**config.mk**
```make
export PLATFORM = sky130hd
export DESIGN_NAME = dm_load_store_unit_flat
export DESIGN_NICKNAME = d
export VERILOG_FILES = /design/src/rtl/lsu_pkg.sv /design/src/rtl/dm_load_store_unit_if.sv /design/src/rtl/lsu_lane_mux.sv /design/src/rtl/dm_load_store_unit.sv /design/src/flat_wrapper.sv
export SDC_FILE = /design/constraint.sdc
export NUM_CORES = 1
export LEC_CHECK = 0
export CORE_MARGIN = 4
export CORE_UTILIZATION = 47
export DETAILED_ROUTE_END_ITERATION = 8
export HOLD_SLACK_MARGIN = 0.1
export PLACE_DENSITY_LB_ADDON = 0.1
export SYNTH_ARGS = -nofsm -noshare
export SYNTH_HDL_FRONTEND = slang
export SYNTH_SLANG_ARGS = --single-unit
```
**constraint.sdc**
```tcl
create_clock -name clk -period 5.7 [get_ports clk]
set_clock_uncertainty 0.2 [all_clocks]
set_input_delay 0.855 -clock clk [delete_from_list [all_inputs] [get_ports clk]]
set_output_delay 0.855 -clock clk [all_outputs]
set_load 0.01 [all_outputs]
```
**src/rtl/lsu_pkg.sv**
```systemverilog
// Shared types, size codes and request legality check for the data-memory load/store unit.
// Optional: define LSU_MISALIGN_TRAP_EN to reject misaligned half/word accesses.
package lsu_pkg;

  localparam int unsigned LSU_AW = 32;
  localparam int unsigned LSU_DW = 32;

  localparam logic [1:0] SZ_B   = 2'd0;
  localparam logic [1:0] SZ_H   = 2'd1;
  localparam logic [1:0] SZ_W   = 2'd2;
  localparam logic [1:0] SZ_RSV = 2'd3;

  typedef enum logic [1:0] {
    IDLE  = 2'd0,
    READ  = 2'd1,
    WRITE = 2'd2,
    RESP  = 2'd3
  } lsu_state_e;

  // Request fields held for the lifetime of one access (address lives in the mem_addr register)
  typedef struct packed {
    logic              write;
    logic [1:0]        size;
    logic              sext;
    logic [LSU_DW-1:0] wdata;
  } lsu_req_t;

  function automatic logic lsu_legal(input logic [1:0] size,
                                     input logic [LSU_AW-1:0] addr,
                                     input int unsigned mem_bytes);
    logic ok;
    ok = (size != SZ_RSV) && (addr <= LSU_AW'(mem_bytes - 32'd4));
`ifdef LSU_MISALIGN_TRAP_EN
    if (size == SZ_H && addr[0]) ok = 1'b0;
    if (size == SZ_W && addr[1:0] != 2'b00) ok = 1'b0;
`endif
    return ok;
  endfunction

endpackage

```
**src/rtl/dm_load_store_unit_if.sv**
```systemverilog
// CPU request/response and data-memory port bundle of the load/store unit.
interface dm_load_store_unit_if;
  import lsu_pkg::*;

  logic              req_valid;
  logic              req_ready;
  logic              req_write;
  logic [1:0]        req_size;
  logic              req_signed;
  logic [LSU_AW-1:0] req_addr;
  logic [LSU_DW-1:0] req_wdata;
  logic              rsp_valid;
  logic [LSU_DW-1:0] rsp_rdata;
  logic              rsp_err;
  logic [LSU_AW-1:0] mem_addr;
  logic [LSU_DW-1:0] mem_wdata;
  logic              mem_write;
  logic [LSU_DW-1:0] mem_rdata;

  // master: the CPU pipeline plus the DM array around the unit
  modport master (
    output req_valid, req_write, req_size, req_signed, req_addr, req_wdata, mem_rdata,
    input  req_ready, rsp_valid, rsp_rdata, rsp_err, mem_addr, mem_wdata, mem_write
  );

  modport slave (
    input  req_valid, req_write, req_size, req_signed, req_addr, req_wdata, mem_rdata,
    output req_ready, rsp_valid, rsp_rdata, rsp_err, mem_addr, mem_wdata, mem_write
  );

endinterface

```
**src/rtl/lsu_lane_mux.sv**
```systemverilog
// Big-endian lane handling: extract+extend the addressed byte/half for loads, merge new data for sub-word stores.
module lsu_lane_mux
  import lsu_pkg::*;
(
  input  logic [1:0]        i_size,
  input  logic              i_sext,
  input  logic [LSU_DW-1:0] i_rdata,
  input  logic [LSU_DW-1:0] i_wdata,
  output logic [LSU_DW-1:0] o_load_c,
  output logic [LSU_DW-1:0] o_merge_c
);

  logic w_fill_b;
  logic w_fill_h;

  assign w_fill_b = i_sext & i_rdata[31];
  assign w_fill_h = i_sext & i_rdata[31];

  always_comb begin
    o_load_c  = i_rdata;
    o_merge_c = i_wdata;
    unique case (i_size)
      SZ_B: begin
        o_load_c  = {{24{w_fill_b}}, i_rdata[31:24]};
        o_merge_c = {i_wdata[7:0], i_rdata[23:0]};
      end
      SZ_H: begin
        o_load_c  = {{16{w_fill_h}}, i_rdata[31:16]};
        o_merge_c = {i_wdata[15:0], i_rdata[15:0]};
      end
      default: begin
        o_load_c  = i_rdata;
        o_merge_c = i_wdata;
      end
    endcase
  end

endmodule

```
**src/rtl/dm_load_store_unit.sv**
```systemverilog
// Data-memory load/store initiator: one request at a time, sub-word stores as read-modify-write.
// Optional: LSU_MISALIGN_TRAP_EN turns misaligned half/word requests into error responses.
module dm_load_store_unit
  import lsu_pkg::*;
#(
  parameter int unsigned MEM_BYTES = 32
) (
  input  logic                 clk,
  input  logic                 rst,
  dm_load_store_unit_if.slave  lsu_bus
);

  lsu_state_e        r_state;
  lsu_req_t          r_req;
  logic              r_req_ready;
  logic              r_rsp_valid;
  logic [LSU_DW-1:0] r_rsp_rdata;
  logic              r_rsp_err;
  logic [LSU_AW-1:0] r_mem_addr;
  logic [LSU_DW-1:0] r_mem_wdata;
  logic              r_mem_write;

  logic [LSU_DW-1:0] w_load;
  logic [LSU_DW-1:0] w_merge;
  logic              w_legal;

  assign w_legal = lsu_legal(lsu_bus.req_size, lsu_bus.req_addr, MEM_BYTES);

  lsu_lane_mux u_lane_mux (
    .i_size    (r_req.size),
    .i_sext    (r_req.sext),
    .i_rdata   (lsu_bus.mem_rdata),
    .i_wdata   (r_req.wdata),
    .o_load_c  (w_load),
    .o_merge_c (w_merge)
  );

  // Control FSM; every output is a register updated alongside the state
  always_ff @(posedge clk or posedge rst) begin
    if (rst) begin
      r_state     <= IDLE;
      r_req       <= '0;
      r_req_ready <= 1'b1;
      r_rsp_valid <= 1'b0;
      r_rsp_rdata <= '0;
      r_rsp_err   <= 1'b0;
      r_mem_addr  <= '0;
      r_mem_wdata <= '0;
      r_mem_write <= 1'b0;
    end else begin
      r_rsp_valid <= 1'b0;
      r_mem_write <= 1'b0;
      unique case (r_state)
        IDLE: begin
          if (lsu_bus.req_valid && r_req_ready) begin
            r_req       <= '{write: lsu_bus.req_write, size: lsu_bus.req_size,
                             sext: lsu_bus.req_signed, wdata: lsu_bus.req_wdata};
            r_mem_addr  <= lsu_bus.req_addr;
            r_req_ready <= 1'b0;
            if (!w_legal) begin
              r_state     <= RESP;
              r_rsp_valid <= 1'b1;
              r_rsp_err   <= 1'b1;
              r_rsp_rdata <= '0;
            end else if (lsu_bus.req_write && lsu_bus.req_size == SZ_W) begin
              r_state     <= WRITE;
              r_mem_write <= 1'b1;
              r_mem_wdata <= lsu_bus.req_wdata;
            end else begin
              r_state <= READ;
            end
          end
        end
        READ: begin
          // Same edge serves load capture and the old-word capture of a sub-word store
          if (r_req.write) begin
            r_state     <= WRITE;
            r_mem_write <= 1'b1;
            r_mem_wdata <= w_merge;
          end else begin
            r_state     <= RESP;
            r_rsp_valid <= 1'b1;
            r_rsp_err   <= 1'b0;
            r_rsp_rdata <= w_load;
          end
        end
        WRITE: begin
          r_state     <= RESP;
          r_rsp_valid <= 1'b1;
          r_rsp_err   <= 1'b0;
          r_rsp_rdata <= '0;
        end
        RESP: begin
          r_state     <= IDLE;
          r_req_ready <= 1'b1;
        end
        default: begin
          r_state     <= IDLE;
          r_req_ready <= 1'b1;
        end
      endcase
    end
  end

  assign lsu_bus.req_ready = r_req_ready;
  assign lsu_bus.rsp_valid = r_rsp_valid;
  assign lsu_bus.rsp_rdata = r_rsp_rdata;
  assign lsu_bus.rsp_err   = r_rsp_err;
  assign lsu_bus.mem_addr  = r_mem_addr;
  assign lsu_bus.mem_wdata = r_mem_wdata;
  assign lsu_bus.mem_write = r_mem_write;

endmodule

```
**src/flat_wrapper.sv**
```systemverilog
// flat-port wrapper written by rule: the top's interface ports become plain ports
module dm_load_store_unit_flat import lsu_pkg::*;
#(
  parameter int unsigned MEM_BYTES = 32
)
  (clk, rst, lsu_bus_req_valid, lsu_bus_req_write, lsu_bus_req_size, lsu_bus_req_signed, lsu_bus_req_addr, lsu_bus_req_wdata, lsu_bus_mem_rdata, lsu_bus_req_ready, lsu_bus_rsp_valid, lsu_bus_rsp_rdata, lsu_bus_rsp_err, lsu_bus_mem_addr, lsu_bus_mem_wdata, lsu_bus_mem_write);
  dm_load_store_unit_if lsu_bus_i ();
  input  logic clk;
  input  logic rst;
  input wire logic [$bits(lsu_bus_i.req_valid)-1:0] lsu_bus_req_valid;
  input wire logic [$bits(lsu_bus_i.req_write)-1:0] lsu_bus_req_write;
  input wire logic [$bits(lsu_bus_i.req_size)-1:0] lsu_bus_req_size;
  input wire logic [$bits(lsu_bus_i.req_signed)-1:0] lsu_bus_req_signed;
  input wire logic [$bits(lsu_bus_i.req_addr)-1:0] lsu_bus_req_addr;
  input wire logic [$bits(lsu_bus_i.req_wdata)-1:0] lsu_bus_req_wdata;
  input wire logic [$bits(lsu_bus_i.mem_rdata)-1:0] lsu_bus_mem_rdata;
  output wire logic [$bits(lsu_bus_i.req_ready)-1:0] lsu_bus_req_ready;
  output wire logic [$bits(lsu_bus_i.rsp_valid)-1:0] lsu_bus_rsp_valid;
  output wire logic [$bits(lsu_bus_i.rsp_rdata)-1:0] lsu_bus_rsp_rdata;
  output wire logic [$bits(lsu_bus_i.rsp_err)-1:0] lsu_bus_rsp_err;
  output wire logic [$bits(lsu_bus_i.mem_addr)-1:0] lsu_bus_mem_addr;
  output wire logic [$bits(lsu_bus_i.mem_wdata)-1:0] lsu_bus_mem_wdata;
  output wire logic [$bits(lsu_bus_i.mem_write)-1:0] lsu_bus_mem_write;
  assign lsu_bus_i.req_valid = lsu_bus_req_valid;
  assign lsu_bus_i.req_write = lsu_bus_req_write;
  assign lsu_bus_i.req_size = lsu_bus_req_size;
  assign lsu_bus_i.req_signed = lsu_bus_req_signed;
  assign lsu_bus_i.req_addr = lsu_bus_req_addr;
  assign lsu_bus_i.req_wdata = lsu_bus_req_wdata;
  assign lsu_bus_i.mem_rdata = lsu_bus_mem_rdata;
  assign lsu_bus_req_ready = lsu_bus_i.req_ready;
  assign lsu_bus_rsp_valid = lsu_bus_i.rsp_valid;
  assign lsu_bus_rsp_rdata = lsu_bus_i.rsp_rdata;
  assign lsu_bus_rsp_err = lsu_bus_i.rsp_err;
  assign lsu_bus_mem_addr = lsu_bus_i.mem_addr;
  assign lsu_bus_mem_wdata = lsu_bus_i.mem_wdata;
  assign lsu_bus_mem_write = lsu_bus_i.mem_write;
  dm_load_store_unit #(.MEM_BYTES(MEM_BYTES)) u_core (.clk(clk), .rst(rst), .lsu_bus(lsu_bus_i));
endmodule
```
==> summary.txt, run 1 <==
Status
  – Run status: finished clean

Logic synthesis
  – Yosys Warn Count: 0
  – EDFF count, synth: 0
  – Top cell type's share of synthesized area: 0.5150
  – Seq/Total Area, Yosys: 0.5190
  – Synthesized area per cell: 12.33 µm²
  – Yosys reg bits: roughly 140
  – Synth top area cells: dfrtp_1, mux2_2, mux2_4, mux2i_1, a21oi_1
  – Mux share of post-synthesis cell area: 0.2697
  – Cells after Synth: 540
  – Area share of and/or/nand/nor cells after synthesis: 0.05658
  – Yosys top cell by area: dfrtp_1
  – Most used DFF post-synth: dfrtp_1
  – Post-synthesis compound-gate area fraction: 0.1107
  – Adder-Cell Fraction of Synth Area: 0.007519
  – Combinational family with the most area after synthesis: multiplexers
  – Post-Syn Area: 0.006656 mm²
  – Count of cell types in the netlist: 39
  – Synth Net Count: 647
  – Xor and xnor fraction of the mapped netlist area: 0
  – Ys async rst share: 1.000

Pwr
  – Pint: 3.511 mW
  – Share of power burned in registers: 0.337
  – Switching share of power: 0.3436
  – Combinational share of power: 0.481
  – PD cells: between 500 and 600 mW/mm²
  – Net Switching: 1.838 mW
  – Clock Power Share: 0.182
  – Peak supply drop: about 0.00029 V
  – Leakage: between 4 and 5 nW

Global routing
  – GR peak layer: met2
  – Total gr overflow: 0
  – Vias in the first global route: about 5300
  – First-pass GRT wire length: 29.31 mm
  – All-Layer GR Usage: 0.2358
  – M2 GR Usage: 0.3938
  – Largest net degree at the start of global routing: around 110
  – Initial antenna violation count: 1
  – Met1 usage: 0.2910
  – Met3 Use GR: 0.06647

Die
  – Horiz. Die Dim: 127.0 µm
  – FP Rows: 43
  – Initial Util: 0.4795
  – Die area: 0.01613 mm²
  – Chip Height: ~130 µm
  – # IOs: just over 200
  – Core box area: ~0.014 mm²

Routing
  – Final Routed Wirelength: 18.77 mm
  – ANT nets after route: 0
  – Routed WL per cell: 20.33 µm
  – Drt pass-1 iters: 5
  – Via density: 5.465
  – Remaining DRCs: 0
  – Routed vias: 5044
  – 1st-iter DRT viols: 300

CTS
  – Post-CTS sizing: 0
  – Root Driver: clkbuf_16
  – Post CTS Setup Buffer Count: 0
  – Number of H-tree levels: 4
  – # hold bufs at CTS: 0
  – CTS sink count: around 140
  – Longest Clk Path Bufs: 2
  – CTS tree: built
  – CTS buffer count: 17
  – Clock latency on the worst-skew pair: 0.41 ns
  – Reg clk slew, reported paths: 0.05 ns

STA
  – Setup TNS: 0 ns
  – Final Hold Viols: 0
  – Worst Tran Pin Value: 1.183 ns
  – Period Utilization, post-route: 0.6097
  – Crit path time final: between 3 and 4 ns
  – Fin worst setup slack: roughly 2.2 ns
  – RSZ-0062 raised after global routing: false
  – Final setup viols: 0
  – Worst slew margin: 0.2111
  – Slew Limit Fails: 0
  – Fmax: 287.8 MHz

Placement
  – GPL Wtd Cong: 0.8269
  – DP HPWL: 13.63 mm
  – Placement Setup Slack: 1.807 ns
  – Port buffer count: 202

Layout
  – Final #Nets: 839
  – Area Growth Syn to Fin: 39.89%
  – Commonest non-fill, non-tap cells in the layout: clkdlybuf4s50_1, dfrtp_1, mux2_2
  – Commonest non-fill, non-tap cell in the layout: clkdlybuf4s50_1
  – Layout cell share with drive strength beyond 1: 0.1995
  – Layout fillers: 1063
  – Fin util: 0.6708

Worst setup path
  – Worst Path Arrival: 3.58 ns
  – Max FO, Critical Path: 22
  – Worst setup path category: primary input to flip-flop
  – Worst Path Required: between 5 and 6 ns
  – Startpoint types: primary input
  – Critical Path Sink Type: flip-flop

Min path
  – Hold/Removal Path Class: flip-flop to flip-flop

Run
  – Max-Cap Viols: 0
==> power by group through the flow <==
stage / Clock (mW) / Sequential [mW] / Combinational [mW]
floorplan: 0 / 1.89 / 1.38
global placement: 0 / 1.79 / 2.54
detailed placement: 0 / 1.81 / 2.58
CTS: 1.00 / 1.80 / 2.60
global route: 1.04 / 1.87 / 2.76
finish: 0.974 / 1.80 / 2.57
==> synthesized netlist by cell type (all sizes together) (4+ instances only) <==
cell type  number
a21oi          43
a221o           9
o21ai          26
dfrtp         137
nor4            8
inv            17
o2bb2ai        15
buf            14
mux2          108
nand3           6
clkbuf         22
o221ai          6
nand2          16
mux2i          44
ha              4
nor2           49
==> metal layers <==
| metal | vias up | part of all wire |
|---|---|---|
| met1 | 2496 | 0.40 |
| met3 | 27 | 0.067 |
| li1 | 2336 | - |
| met4 | 0 | 0.019 |
| met5 | - | 0 |
| met2 | 185 | 0.51 |
==> worst paths after layout <==
check                                     start                           end  slack, ns  cells after the start
setup / recovery           lsu_bus_req_addr[16]   u_core.lsu_bus.mem_wdata[7]       2.22                      7
hold / removal                 u_core.r_req[17]              u_core.r_req[17]       0.28                      2
setup reg to reg              u_core.r_state[1]   u_core.lsu_bus.mem_wdata[7]       2.47                      8
hold reg to reg                u_core.r_req[17]              u_core.r_req[17]       0.28                      2
max in group asynchronous                   rst      u_core.lsu_bus.rsp_valid       3.44                      3
min in group asynchronous                   rst  u_core.lsu_bus.rsp_rdata[29]       0.82                      2
==> final cells by class <==
class                   count  area [µm²]  share of cell area
flip-flops and latches    138        3455              0.3710
multi-input cells         349        2972              0.3191
well taps                 180       225.2             0.02419
clock buffers              26       499.2             0.05361
inverters                  17       68.82            0.007390
clock inverters             3       15.01            0.001612
repair buffers            209        2074              0.2228
diodes                      1       2.502           0.0002687
==> logic make-up (layout without fill, tap and decap cells) <==
family / Yosys count / after routing
mux: 152 / 152
flops: 138 / 138
compound gates: 109 / 109
simple gates: 84 / 84
buf+inv: 53 / 255
fa+ha+maj: 4 / 4
other cells: 0 / 1
==> critical path, cell delays in order <==
cell and delay, ns:
clkdlybuf4s50_1 0.43, nor4_1 0.37, nand4_1 0.25, nor4_4 0.53
a32oi_4 0.39, buf_4 0.40, mux2_4 0.31
==> sequential cells by signal, indices dropped and copies added (netlist names) <==
signal and cells:
u_core.r_req 36, u_core.lsu_bus.rsp_rdata 32, u_core.lsu_bus.req_ready 1, u_core.lsu_bus.rsp_err 1, u_core.lsu_bus.mem_addr 32, u_core.lsu_bus.mem_wdata 32, u_core.r_state 2, u_core.lsu_bus.rsp_valid 1
u_core.lsu_bus.mem_write 1
==> stage by stage <==
step                      hold slack (ns)  power, mW  cell area (µm²)  cells
after floorplan                    0.2495      3.269             6656    540
after global placement             0.2632      4.326             8795    893
final                              0.2795      5.349             9311    923
after CTS                          0.2820      5.399             9309    922
after global routing               0.2984      5.658             9311    923
after detailed placement           0.2711      4.392             8795    893
Power figures use the tool's default switching activity.
==> run 2: changes to the inputs <==
==> constraint.sdc (replaced) <==
create_clock -name clk -period 3.3 [get_ports clk]
set_clock_uncertainty 0.2 [all_clocks]
set_input_delay 0.495 -clock clk [delete_from_list [all_inputs] [get_ports clk]]
set_output_delay 0.495 -clock clk [all_outputs]
set_load 0.01 [all_outputs]
==> summary.txt, run 2 (synthesized netlist as in run 1, its figures left out) <==
Global routing
  – Initial antenna violation count: 0 (-1)
  – Vias in the first global route: 5370 (+0.45%)
  – Largest net degree at the start of global routing: 73 (-31%)
  – All-Layer GR Usage: 0.2346 (-0.001144)
  – Total gr overflow: 0 (unchanged)
  – First-pass GRT wire length: 29.40 mm (+0.30%)

Routing
  – Remaining DRCs: 0 (unchanged)
  – Met1 WL: 7.343 mm (-2.9%)
  – Drt pass-1 iters: 4 (-1)
  – Top Layer Used: met4
  – Routed length on met3: 1.495 mm (+19%)
  – Via density: 5.462 (about the same)
  – Routed WL per cell: 19.98 µm (-1.8%)
  – Final Routed Wirelength: 18.60 mm (-0.91%)
  – Met2 routed WL: 9.152 mm (-4.5%)
  – 1st-iter DRT viols: 264 (-12%)
  – ANT nets after route: 0 (unchanged)
  – Routed vias: 5085 (+0.81%)

Worst setup path
  – Family with the most delay on the worst path: compound AO/OA/AOI/OAI gates
  – Critical Path, Cell by Cell: inv_1 -> ha_1 -> inv_1 -> a32oi_4 -> buf_12 -> mux2_2
  – Worst Path Required: 3.40 ns (-2.40 ns)
  – Reg-to-reg endpoint: u_core.lsu_bus.mem_wdata[18]
  – Critical Path Sink Type: flip-flop
  – Worst flop-to-flop path startpoint: u_core.r_state[0]
  – Buffers & Inverters on Critical Path: 3 (+1)
  – Reg2Reg Depth: 6 (-2)
  – Most used cell, CP: inv_1
  – Max incr delay on CP: 0.74 ns (+0.21 ns)
  – Slowest CP cell: a32oi_4
  – Worst Path Arrival: 2.95 ns (-0.63 ns)
  – Max FO, Critical Path: 20 (-9.1%)
  – Reg2Reg Setup Slack: 0.45 ns (-2.02 ns)
  – Worst setup path category: flip-flop to flip-flop
  – Startpoint types: flip-flop

Die
  – Die area: 0.01613 mm² (unchanged)
  – # IOs: 203 (unchanged)
  – Horiz. Die Dim: 127.0 µm (unchanged)
  – Chip Height: 127.0 µm (unchanged)
  – Initial Util: 0.4795 (unchanged)
  – FP Rows: 43 (unchanged)
  – Core box area: 0.01388 mm² (unchanged)

Pwr
  – Clock Power Share: 0.201 (+0.019)
  – Share of power burned in registers: 0.330 (-0.007)
  – Net Switching: 3.213 mW (+75%)
  – PD cells: 1006 mW/mm² (+75%)
  – Peak supply drop: 0.0005084 V (+76%)
  – Leakage: 4.156 nW (+1.8%)
  – Pint: 6.317 mW (+80%)
  – Total power: 9.531 mW (+78%)
  – Switching share of power: 0.3372 (-0.006482)
  – Combinational share of power: 0.470 (-0.011)

STA
  – Slew Limit Fails: 0 (unchanged)
  – Fin worst setup slack: 0.4453 ns (-1.779 ns)
  – RSZ-0062 raised after global routing: false
  – Final setup viols: 0 (unchanged)
  – Period Utilization, post-route: 0.8651
  – Setup TNS: 0 ns (unchanged)
  – Worst slew margin: 0.4237 (+0.2126)
  – Fmax: approximately 350 MHz
  – Worst Tran Pin Value: 0.8645 ns (-0.3189 ns)
  – Crit path time final: 2.855 ns
  – Final Hold Viols: 0 (unchanged)

Min path
  – Hold_sp: u_core.r_req[21]
  – Cell depth of the worst min-delay path: 2 (unchanged)
  – Hold/Removal Path Class: flip-flop to flip-flop
  – Worst Hold Endpoint: u_core.r_req[21]

CTS
  – Post CTS Setup Buffer Count: 0 (unchanged)
  – CTS sink count: 138 (unchanged)
  – Number of H-tree levels: 4 (unchanged)
  – Post-CTS sizing: 0 (unchanged)
  – Reg clk slew, reported paths: 0.06 ns (about the same)
  – Root Driver: clkbuf_16
  – Longest Clk Path Bufs: 2 (unchanged)
  – CTS tree: built
  – # hold bufs at CTS: 0 (unchanged)
  – Clock latency on the worst-skew pair: 0.41 ns (about the same)
  – CTS buffer count: 17 (unchanged)

Layout
  – Layout Cells excl Fill: 931 (+0.87%)
  – Antenna Cells: 0 (-1)
  – Commonest non-fill, non-tap cells in the layout: clkdlybuf4s50_1, dfrtp_1, mux2_2
  – Area Growth Syn to Fin: 42.26%
  – Layout cell share with drive strength beyond 1: 0.2091 (+0.009594)
  – Final Instance Area: 0.009469 mm² (+1.7%)
  – Commonest non-fill, non-tap cell in the layout: clkdlybuf4s50_1
  – Max reg flops: 36 (unchanged)
  – Top reg by flops: u_core.r_req
  – Final #Nets: 845 (+0.72%)

Placement
  – GPL Wtd Cong: 0.8518 (+3.0%)
  – Post-DP Area: 0.008876 mm² (+0.92%)
  – DP HPWL: 13.69 mm (+0.41%)
  – Placement Setup Slack: 0.2393 ns (-1.568 ns)
  – Port buffer count: 202 (unchanged)
  – Inst Count DP: 899 (+0.67%)

Run
  – Max-Cap Viols: 0 (unchanged)

Status
  – Run status: finished clean
run 2: per-layer routing:
| layer | GRT usage | up-vias |
|---|---|---|
| li1 | - | 2351 |
| met1 | 0.2865 | 2493 |
| met2 | 0.3851 | 202 |
| met3 | 0.07985 | 39 |
| met4 | 0.09148 | 0 |
| met5 | 0 | - |
run 2: stage by stage:
step	utilization	hold WS (ns)
2_1_floorplan	-	0.2495
3_3_place_gp	0.6394	0.2627
3_5_place_dp	0.6394	0.2715
4_1_cts	0.6822	0.2835
5_1_grt	0.6822	0.3015
6_report	0.6822	0.2813
run 2: worst register-to-register path, stage by stage (launching register included):
cell and delay [ns]:
dfrtp_1 0.42, inv_1 0.11, ha_1 0.38, inv_1 0.25, a32oi_4 0.74, buf_12 0.29, mux2_2 0.36
run 2: worst max path at each step:
stage	start	slack (ns)	to	cells after the start
3_3_place_gp	lsu_bus_req_valid	0.31	u_core.lsu_bus.mem_wdata[26]	7
5_1_grt	u_core.r_state[0]	0.28	u_core.lsu_bus.mem_wdata[18]	6
4_1_cts	u_core.r_state[1]	0.46	u_core.lsu_bus.mem_wdata[18]	6
6_report	u_core.r_state[0]	0.45	u_core.lsu_bus.mem_wdata[18]	6
3_5_place_dp	lsu_bus_req_addr[16]	0.24	u_core.lsu_bus.rsp_rdata[20]	7
2_1_floorplan	rst	0.88	u_core.lsu_bus.mem_addr[0]	1
run 2: layout make-up:
| type | count | area [µm²] |
|---|---|---|
| clock buffers | 24 | 471.7 |
| inverters | 17 | 67.56 |
| repair buffers | 215 | 2157 |
| fillers | 1014 | 4412 |
| multi-input cells | 349 | 2972 |
| clock inverters | 8 | 121.4 |
| flip-flops and latches | 138 | 3455 |
| well taps | 180 | 225.2 |
run 2: power groups by stage:
stage               sequential (mW)  combinational [mW]  clock, mW
CTS                            3.15                4.52       1.95
global route                   3.25                4.82       2.02
finish                         3.14                4.48       1.91
floorplan                      3.27                2.38          0
detailed placement             3.15                4.49          0
global placement               3.11                4.43          0
